`src/rtl/rf_pkg.sv`:
```
// Shared types and constants for the integer register-file writeback slice.
package rf_pkg;

  localparam int unsigned RF_XLEN = 32;

  typedef logic [4:0]         reg_idx_t;
  typedef logic [RF_XLEN-1:0] xlen_t;

  typedef struct packed {
    reg_idx_t rd;
    xlen_t    data;
  } wb_req_t;

  localparam reg_idx_t REG_ZERO = 5'd0;

endpackage

```
`src/rtl/rf_scoreboard.sv`:
```
// Pending-write scoreboard: one busy bit per architectural register, x0 never busy.
module rf_scoreboard
  import rf_pkg::*;
(
  input  logic       clk,
  input  logic       rst_n,
  input  logic       set_en,
  input  logic [4:0] set_idx,
  input  logic       clr_en,
  input  logic [4:0] clr_idx,
  input  logic [4:0] chk_rs1,
  input  logic [4:0] chk_rs2,
  input  logic [4:0] chk_rd,
  output logic       rs1_busy,
  output logic       rs2_busy,
  output logic       rd_busy
);

  logic [31:0] busy_q;
  logic [31:0] busy_d;

  // Set is applied after clear so a same-cycle re-issue keeps the bit high.
  always_comb begin
    busy_d = busy_q;
    if (clr_en && (clr_idx != REG_ZERO)) begin
      busy_d[clr_idx] = 1'b0;
    end
    if (set_en && (set_idx != REG_ZERO)) begin
      busy_d[set_idx] = 1'b1;
    end
    busy_d[0] = 1'b0;
  end

  always_ff @(posedge clk) begin
    if (!rst_n) begin
      busy_q <= '0;
    end else begin
      busy_q <= busy_d;
    end
  end

  assign rs1_busy = busy_q[chk_rs1];
  assign rs2_busy = busy_q[chk_rs2];
  assign rd_busy  = busy_q[chk_rd];

endmodule

```
`src/rtl/rf_wb_ctrl.sv`:
```
// Register-file writeback arbiter (memory priority) with one-entry commit stage.
// Define RF_WB_STARVE_EN to compile in the ALU anti-starvation counter.
module rf_wb_ctrl
  import rf_pkg::*;
#(
  parameter int unsigned XLEN       = 32,
  parameter int unsigned STARVE_MAX = 3
) (
  input  logic            clk,
  input  logic            rst_n,
  input  logic            iss_valid,
  input  logic [4:0]      iss_rd,
  input  logic [4:0]      chk_rs1,
  input  logic [4:0]      chk_rs2,
  input  logic [4:0]      chk_rd,
  output logic            rs1_busy,
  output logic            rs2_busy,
  output logic            rd_busy,
  input  logic            a_valid,
  input  logic [4:0]      a_rd,
  input  logic [XLEN-1:0] a_data,
  output logic            a_ready,
  input  logic            m_valid,
  input  logic [4:0]      m_rd,
  input  logic [XLEN-1:0] m_data,
  output logic            m_ready,
  output logic            rf_write,
  output logic [4:0]      rf_rd_num,
  output logic [XLEN-1:0] rf_data
);

  logic force_arb;
  logic a_hs;
  logic m_hs;

`ifdef RF_WB_STARVE_EN
  localparam int unsigned CW = $clog2(STARVE_MAX + 1);
  localparam logic [CW-1:0] STARVE_LIM = CW'(STARVE_MAX);

  logic [CW-1:0] starve_q;
  logic [CW-1:0] starve_d;

  assign force_arb = (starve_q == STARVE_LIM);

  always_comb begin
    starve_d = starve_q;
    if (!a_valid || a_ready) begin
      starve_d = '0;
    end else if (starve_q != STARVE_LIM) begin
      starve_d = starve_q + 1'b1;
    end
  end

  always_ff @(posedge clk) begin
    if (!rst_n) begin
      starve_q <= '0;
    end else begin
      starve_q <= starve_d;
    end
  end
`else
  // Strict memory priority; STARVE_MAX has no effect in this build.
  assign force_arb = 1'b0 && (STARVE_MAX != 0);
`endif

  assign m_ready = m_valid && !force_arb;
  assign a_ready = a_valid && (!m_valid || force_arb);
  assign a_hs    = a_valid && a_ready;
  assign m_hs    = m_valid && m_ready;

  logic            wr_q,   wr_d;
  logic [4:0]      rd_q,   rd_d;
  logic [XLEN-1:0] data_q, data_d;

  always_comb begin
    wr_d   = 1'b0;
    rd_d   = rd_q;
    data_d = data_q;
    if (m_hs) begin
      wr_d   = (m_rd != REG_ZERO);
      rd_d   = m_rd;
      data_d = m_data;
    end else if (a_hs) begin
      wr_d   = (a_rd != REG_ZERO);
      rd_d   = a_rd;
      data_d = a_data;
    end
  end

  always_ff @(posedge clk) begin
    if (!rst_n) begin
      wr_q   <= 1'b0;
      rd_q   <= '0;
      data_q <= '0;
    end else begin
      wr_q   <= wr_d;
      rd_q   <= rd_d;
      data_q <= data_d;
    end
  end

  // Gating with rst_n drops a write staged just before reset asserts.
  assign rf_write  = wr_q && rst_n;
  assign rf_rd_num = rd_q;
  assign rf_data   = data_q;

  rf_scoreboard u_sb (
    .clk      (clk),
    .rst_n    (rst_n),
    .set_en   (iss_valid),
    .set_idx  (iss_rd),
    .clr_en   (rf_write),
    .clr_idx  (rd_q),
    .chk_rs1  (chk_rs1),
    .chk_rs2  (chk_rs2),
    .chk_rd   (chk_rd),
    .rs1_busy (rs1_busy),
    .rs2_busy (rs2_busy),
    .rd_busy  (rd_busy)
  );

endmodule
```
`config.mk`:
```
export PLATFORM = sky130hd
export DESIGN_NAME = rf_wb_ctrl
export DESIGN_NICKNAME = d
export VERILOG_FILES = /design/src/rtl/rf_pkg.sv /design/src/rtl/rf_scoreboard.sv /design/src/rtl/rf_wb_ctrl.sv
export SDC_FILE = /design/constraint.sdc
export NUM_CORES = 1
export LEC_CHECK = 0
export CAP_MARGIN = 20
export CORE_MARGIN = 2
export CORE_UTILIZATION = 35
export DETAILED_ROUTE_END_ITERATION = 16
export PLACE_DENSITY = 0.71
export SYNTH_ARGS = -nofsm -noshare
export SYNTH_HDL_FRONTEND = slang
export SYNTH_SLANG_ARGS = --single-unit
export TNS_END_PERCENT = 10
```
`constraint.sdc`:
```
create_clock -name clk -period 1.81 [get_ports clk]
set_clock_uncertainty 0.2 [all_clocks]
set_input_delay 0.2715 -clock clk [delete_from_list [all_inputs] [get_ports clk]]
set_output_delay 0.2715 -clock clk [all_outputs]
set_load 0.03 [all_outputs]
```
==> flow_metrics.env <==
export IMPL_num_rows=39
export IMPL_post_synth_cell_area_avg_um2=8.30
export IMPL_fmax_ghz=0.464
export IMPL_first_global_vias=4238
export IMPL_cp_end_kind="output pin"
export IMPL_slew_headroom_pct=76.5
export IMPL_worst_slack_ns=-0.347
export IMPL_syn_nets=592
export IMPL_cts_buffer_depth=2
export IMPL_grt_total_usage_pct=20.7
export IMPL_cts_root_buf="clkbuf_16"
export IMPL_startpoint="chk_rs2[2]"
export IMPL_cts_clk_slew_worst_paths_ns=0.05
export IMPL_cp_start_kind="input port"
export IMPL_fillers=1085
export IMPL_wl_mm=13.1
export IMPL_cp_arrival_ns=1.69
export IMPL_cts_made_buffers=9
export IMPL_fin_util_pct=53.8
export IMPL_rr_startpoint="rf_rd_num[4]"
export IMPL_violations="setup timing"
export IMPL_switching_share_pct=27.2
export IMPL_powerDensity_mw_per_mm2=675
export IMPL_pre_cts_ws_ns=-1.09
export IMPL_worst_setup_path_type="input port to output pin"
export IMPL_cp_data_required_time_ns=1.34
export IMPL_drt_vias_per_instance=5.22
export IMPL_leakage_nw=2.57
export IMPL_p_int_mw=3.02
export IMPL_holdBufCountCts=0
export IMPL_portBuffers=141
export IMPL_power_switching_mw=1.13
export IMPL_clkPwrFrac_pct=38.0
export IMPL_grtUsageMet2_pct=37.1
export IMPL_core_mm2=0.0114
export IMPL_dr_pass1_iters=5
export IMPL_htree_levels=3
export IMPL_drc_errors=0
export IMPL_setup_viol=3
export IMPL_area_growth_pct=50.1
export IMPL_gr_total_overflow=0
export IMPL_worstPathMaxFanout=9
export IMPL_grt_pass1_wl_mm=21.0
export IMPL_antenna_cells=0
export IMPL_die_width_um=112
export IMPL_rrSetupSlack_ns=0.41
export IMPL_layout_common_cells="clkdlybuf4s50_1, nand2_1, o21ai_0"
export IMPL_hp_class="input port to flop"
export IMPL_slew_viol_final=0
export IMPL_dpl_hpwl_mm=10.1
export IMPL_initial_utilization_pct=35.8
export IMPL_cts_tree="yes"
export IMPL_ys_warn_count=0
export IMPL_finalHoldViolations=0
export IMPL_post_route_period_util_pct=119
export IMPL_setup_tns_ns=-1.01
export IMPL_final_common_cell="clkdlybuf4s50_1"
export IMPL_ys_seq_area_share_pct=33.8
export IMPL_grt_most_used_layer="met2"
export IMPL_cts_sinks=69
export IMPL_status="finished with violations"
export IMPL_routedWlPerCell_um=16.5
export IMPL_synth_cell_types=32
export IMPL_antenna_found_initial=0
export IMPL_worstSkewPairLatency_ns=0.33
export IMPL_worst_slew_pin_slew_ns=0.353
export IMPL_r2r_end="u_sb.busy_q[27]"
export IMPL_synthCells=493
export IMPL_seqPwrFrac_pct=39.2
export IMPL_peakVddDrop_mv=0.494
export IMPL_endpoint="rs2_busy"
export IMPL_grt_util_met3_pct=7.45
export IMPL_die_h_um=112
export IMPL_die_area_mm2=0.0126
export IMPL_grt_max_degree=49
export IMPL_cap_violations=0
export IMPL_synth_seq_cells=69
export IMPL_met1_usage_pct=23.1
export IMPL_r2r_cells=5
export IMPL_syn_area_mm2=0.00409
export IMPL_gp_congestion=0.905
export IMPL_fin_hold_ws_ns=0.241
export IMPL_combPwrFrac_pct=22.7
export IMPL_ant_nets=0
export IMPL_drtIter0Drc=217
export IMPL_rsz0062_at_grt="true"
export IMPL_layout_drive_gt1_share_pct=14.5
export IMPL_fin_nets=744
export IMPL_pin_count=142
export IMPL_period_minus_slack_ns=2.16
export IMPL_vias=4131
==> power by group through the flow <==
stage | Clock [mW] | Combinational [mW] | Sequential [mW]
final | 1.58 | 0.943 | 1.63
after global routing | 1.67 | 1.01 | 1.64
after CTS | 1.60 | 0.942 | 1.63
after detailed placement | 0 | 0.969 | 1.66
after global placement | 0 | 0.947 | 1.66
after floorplan | 0 | 0.382 | 1.76
==> what timing repair did <==
item                                    CTS  global route
endpoints found under the setup margin   38             7
gates resized for setup                  82            15
buffers inserted                          0             0
pin swaps                                 4             5
==> worst min-delay path by stage <==
stage,startpoint,to,depth (start not counted)
finish,m_valid,rf_data[10],3
detailed placement,u_sb.busy_q[13],u_sb.busy_q[13],2
global placement,u_sb.busy_q[13],u_sb.busy_q[13],2
global route,m_valid,rf_data[11],3
CTS,m_valid,rf_data[10],3
floorplan,u_sb.busy_q[16],u_sb.busy_q[16],2
==> state kept, by name (all words and copies together), names as in the netlist <==
register     count
rf_data         32
wr_q             1
u_sb.busy_q     31
rf_rd_num        5
==> final cells by class <==
class / instances / area [um2] / area share [%]
clock buffer: 13 / 250 / 4.07
clock inverter: 2 / 10.0 / 0.163
inverter: 3 / 11.3 / 0.183
multi-input combinational: 384 / 2590 / 42.2
sequential: 69 / 1400 / 22.8
tap: 143 / 179 / 2.91
timing repair buffer: 178 / 1700 / 27.7
==> through the flow <==
stage	cell area [um2]	std cells	power [mW]
6_report	6140	792	4.15
5_1_grt	6140	792	4.32
4_1_cts	6090	792	4.17
3_5_place_dp	5820	777	2.63
3_3_place_gp	5820	777	2.61
2_1_floorplan	4120	493	2.14
==> synthesized netlist by cell type <==
cell | number | area [um2]
nand2_1 | 82 | 308
dfxtp_1 | 69 | 1380
o21ai_0 | 67 | 335
mux2i_1 | 64 | 641
and2_1 | 40 | 250
a21boi_0 | 23 | 173
nand3_1 | 15 | 75.1
nor2_1 | 15 | 56.3
nand2b_1 | 13 | 81.3
clkbuf_1 | 12 | 45.0
nor2b_1 | 12 | 75.1
a21oi_1 | 9 | 45.0
buf_2 | 8 | 40.0
a21boi_1 | 7 | 52.6
a22oi_1 | 7 | 52.6
buf_1 | 7 | 26.3
buf_4 | 6 | 45.0
mux4_2 | 6 | 135
a211oi_1 | 3 | 22.5
buf_6 | 3 | 33.8
inv_1 | 3 | 11.3
mux4_1 | 3 | 78.8
nand4_1 | 3 | 18.8
o2111ai_1 | 3 | 26.3
o211ai_1 | 3 | 22.5
o21ai_1 | 3 | 15.0
or4_1 | 2 | 15.0
and3_1 | 1 | 6.26
and3b_1 | 1 | 8.76
clkbuf_2 | 1 | 5.00
nor3_1 | 1 | 5.00
nor4_1 | 1 | 6.26
==> metal layers <==
metal | wire (um) | share of wire (%)
met1 | 5220 | 40
met2 | 6430 | 49
met3 | 1260 | 9.6
met4 | 175 | 1.3
met5 | 0 | 0
==> critical path, cell delays in order <==
cell and delay (ns):
clkdlybuf4s50_1 0.50, buf_12 0.15, mux2i_1 0.27, nand3_1 0.12, nand3_1 0.09, nand4_1 0.12
buf_6 0.16
==> cell families (layout without fill, tap and decap cells) <==
family / count (synthesis) / in the layout / share of synthesized area [%]
buffers and inverters: 40 / 196 / 5.04
multiplexers: 73 / 73 / 20.9
flip-flops: 69 / 69 / 33.8
AO/OA/AOI/OAI: 125 / 125 / 18.2
AND/OR/NAND/NOR: 186 / 186 / 22.1
No activity file was read; power rests on OpenSTA's default activity.
==> edit: new RTL, same settings <==
Build with the macro `RF_WB_STARVE_EN` defined.
--- a/src/rtl/rf_wb_ctrl.sv
+++ b/src/rtl/rf_wb_ctrl.sv
@@ -1,5 +1,7 @@
 // Register-file writeback arbiter (memory priority) with one-entry commit stage.
 // Define RF_WB_STARVE_EN to compile in the ALU anti-starvation counter.
+`define RF_WB_STARVE_EN
+
 module rf_wb_ctrl
   import rf_pkg::*;
 #(
Formal check against the unedited RTL: not equivalent (a bounded check fails within 4 cycles, from zero or initial values and one cycle with rst_n low).
==> edit against the unedited design <==
The run still ends with negative setup slack left; sequential cell count increased by 2; area after synthesis is 0.34% higher; critical path depth shrank 2; setup slack worse by 0.013 ns; design area rose by 4.3%; routed wire length is 1.3% higher; count of clock-buffer cells in the layout is 1 higher; non-clock buffer count increased by 3; total power up 15%; critical path type is now flop to output port; highest routed layer unchanged.
==> edit: results (changes against the unedited design) <==
[placed_design]
dpl_cell_area_mm2=0.00589  ; was 0.00582 mm2
hpwl_mm=9.98  ; was 10.1 mm
place_ws_ns=-1.09  ; about the same
routabilityCongestion=0.916  ; was 0.905
numPortBuffers=141  ; unchanged
dp.cells=748  ; was 777

[cts]
cts_htree_levels=3  ; unchanged
clk_latency_ns=0.33  ; about the same
cts_root_buffer=clkbuf_16  ; unchanged
numCtsBuffers=9  ; unchanged
path_clk_slew_ns=0.06
clockBufferDepth=2  ; unchanged

[timing]
timing.final.ws_setup_ns=-0.360  ; was -0.347 ns
tightest_slew_ns=0.418  ; was 0.353 ns
finalSetupViolCount=3  ; unchanged
fin_setup_tns_ns=-1.04  ; was -1.01 ns

[power_and_ir_drop]
ir_drop_uv=764  ; was 494 uV
p_leak_uw=0.00292  ; was 0.00257 uW
p_int_uw=3530  ; was 3020 uW

[global_routing]
grt.total_usage=0.212  ; was 0.207
grt_pass1_vias=4257  ; was 4238
grt_pass1_wl_mm=21.3  ; was 21.0 mm
grt_max_degree=41  ; was 49

[cells_and_area]
final_cells=767  ; was 792
final_nets=719  ; was 744
n_antenna_cell=0  ; unchanged
fill_cells=1020  ; was 1085
largest_reg_flops=32  ; unchanged
drive_above_1_share=0.178  ; was 0.145

[setup_path]
crit_cells=5  ; was 7
cp_slowest_cell=mux4_2  ; was clkdlybuf4s50_1
max_stage_delay_ns=0.46  ; was 0.50 ns
reg2reg_depth=4  ; was 5
cp.arrival_ns=1.70
crit_family=multiplexers  ; was buffers and inverters
crit_fanout=4  ; was 9

[drt]
first_pass_iters=4  ; was 5
avgRoutedWirePerCell_um=17.3  ; was 16.5 um
drt_iter0_markers=204  ; was 217
viasPerCell=5.35  ; was 5.22

[yosys]
synth.avg_cell_area_um2=8.87  ; was 8.30 um2
synthesis.nets=563  ; was 592
synth_xor_area_frac=0  ; unchanged
synth_area_leaders=dfxtp_1 35%, mux2i_1 16%, o211a_1 9.0%  ; was dfxtp_1 34%, mux2i_1 16%, o21ai_0 8.2%
synth_top_cells_by_count=84 x nand2_1, 71 x dfxtp_1, 64 x mux2i_1  ; was 82 x nand2_1, 69 x dfxtp_1, 67 x o21ai_0
synth_mux_area_frac=0.208  ; was 0.209
seq_area_frac_synth=0.346  ; was 0.338
ys_warn_count=0  ; unchanged
yosys_most_used_dff=dfxtp_1  ; unchanged
synth_compound_area_frac=0.229  ; was 0.182
synth.distinct_cells=31  ; was 32
synthAdderAreaFrac=0.00305  ; was 0

[status]
status=complete, but fails checks  ; unchanged
violations=negative setup slack  ; unchanged

[min_path]
hold_path_depth=3  ; unchanged
holdCritPathClass=primary input to flop  ; unchanged

edit: cell count changes in the layout (fill, tap and decap cells not counted), moves of 3 or more:
cell	change
a21boi_0	+8
a21boi_1	-7
and2_1	-38
buf_12	+4
buf_4	-3
buf_6	+3
clkbuf_8	+3
dfxtp_2	+3
nor3_1	+3
o211a_1	+37
o21ai_0	-36
o21ai_1	-3
edit: cell type report:
type | count | area (um2) | share of cell area
timing repair buffer | 181 | 1810 | 0.282
sequential | 71 | 1440 | 0.225
inverter | 5 | 21.3 | 0.00332
clock inverter | 2 | 60.1 | 0.00937
tap | 143 | 179 | 0.0279
multi-input combinational | 351 | 2620 | 0.408
clock buffer | 14 | 284 | 0.0443
edit: final timing paths:
kind | start | to | slack, ns
worst max register to register | rf_rd_num[2] | u_sb.busy_q[15] | 0.36
worst min register to register | starve_q[0] | starve_q[0] | 0.24
worst min-delay path | rst_n | u_sb.busy_q[22] | 0.21
worst max-delay path | u_sb.busy_q[7] | rd_busy | -0.36
edit: power by group through the flow:
| stage | logic (uW) | registers, uW | clock network [uW] |
|---|---|---|---|
| 2_1_floorplan | 402 | 1840 | 0 |
| 3_3_place_gp | 1020 | 1720 | 0 |
| 3_5_place_dp | 1040 | 1730 | 0 |
| 4_1_cts | 1040 | 1690 | 2040 |
| 5_1_grt | 1110 | 1700 | 2110 |
| 6_report | 1040 | 1690 | 2020 |
edit: timing repair:
item | in CTS | in global routing
resized for setup | 100 | 11
endpoints found under the setup margin | 37 | 8
buffers inserted | 2 | 0
gates cloned | 1 | 0
pin swaps | 7 | 2
edit: layer usage:
layer / vias to the layer above / wire [um] / GRT usage
met5: - / 0 / 0
met3: 15 / 1220 / 0.0772
met4: 0 / 231 / 0.0634
met1: 1915 / 5430 / 0.249
li1: 1987 / - / -
met2: 187 / 6370 / 0.364
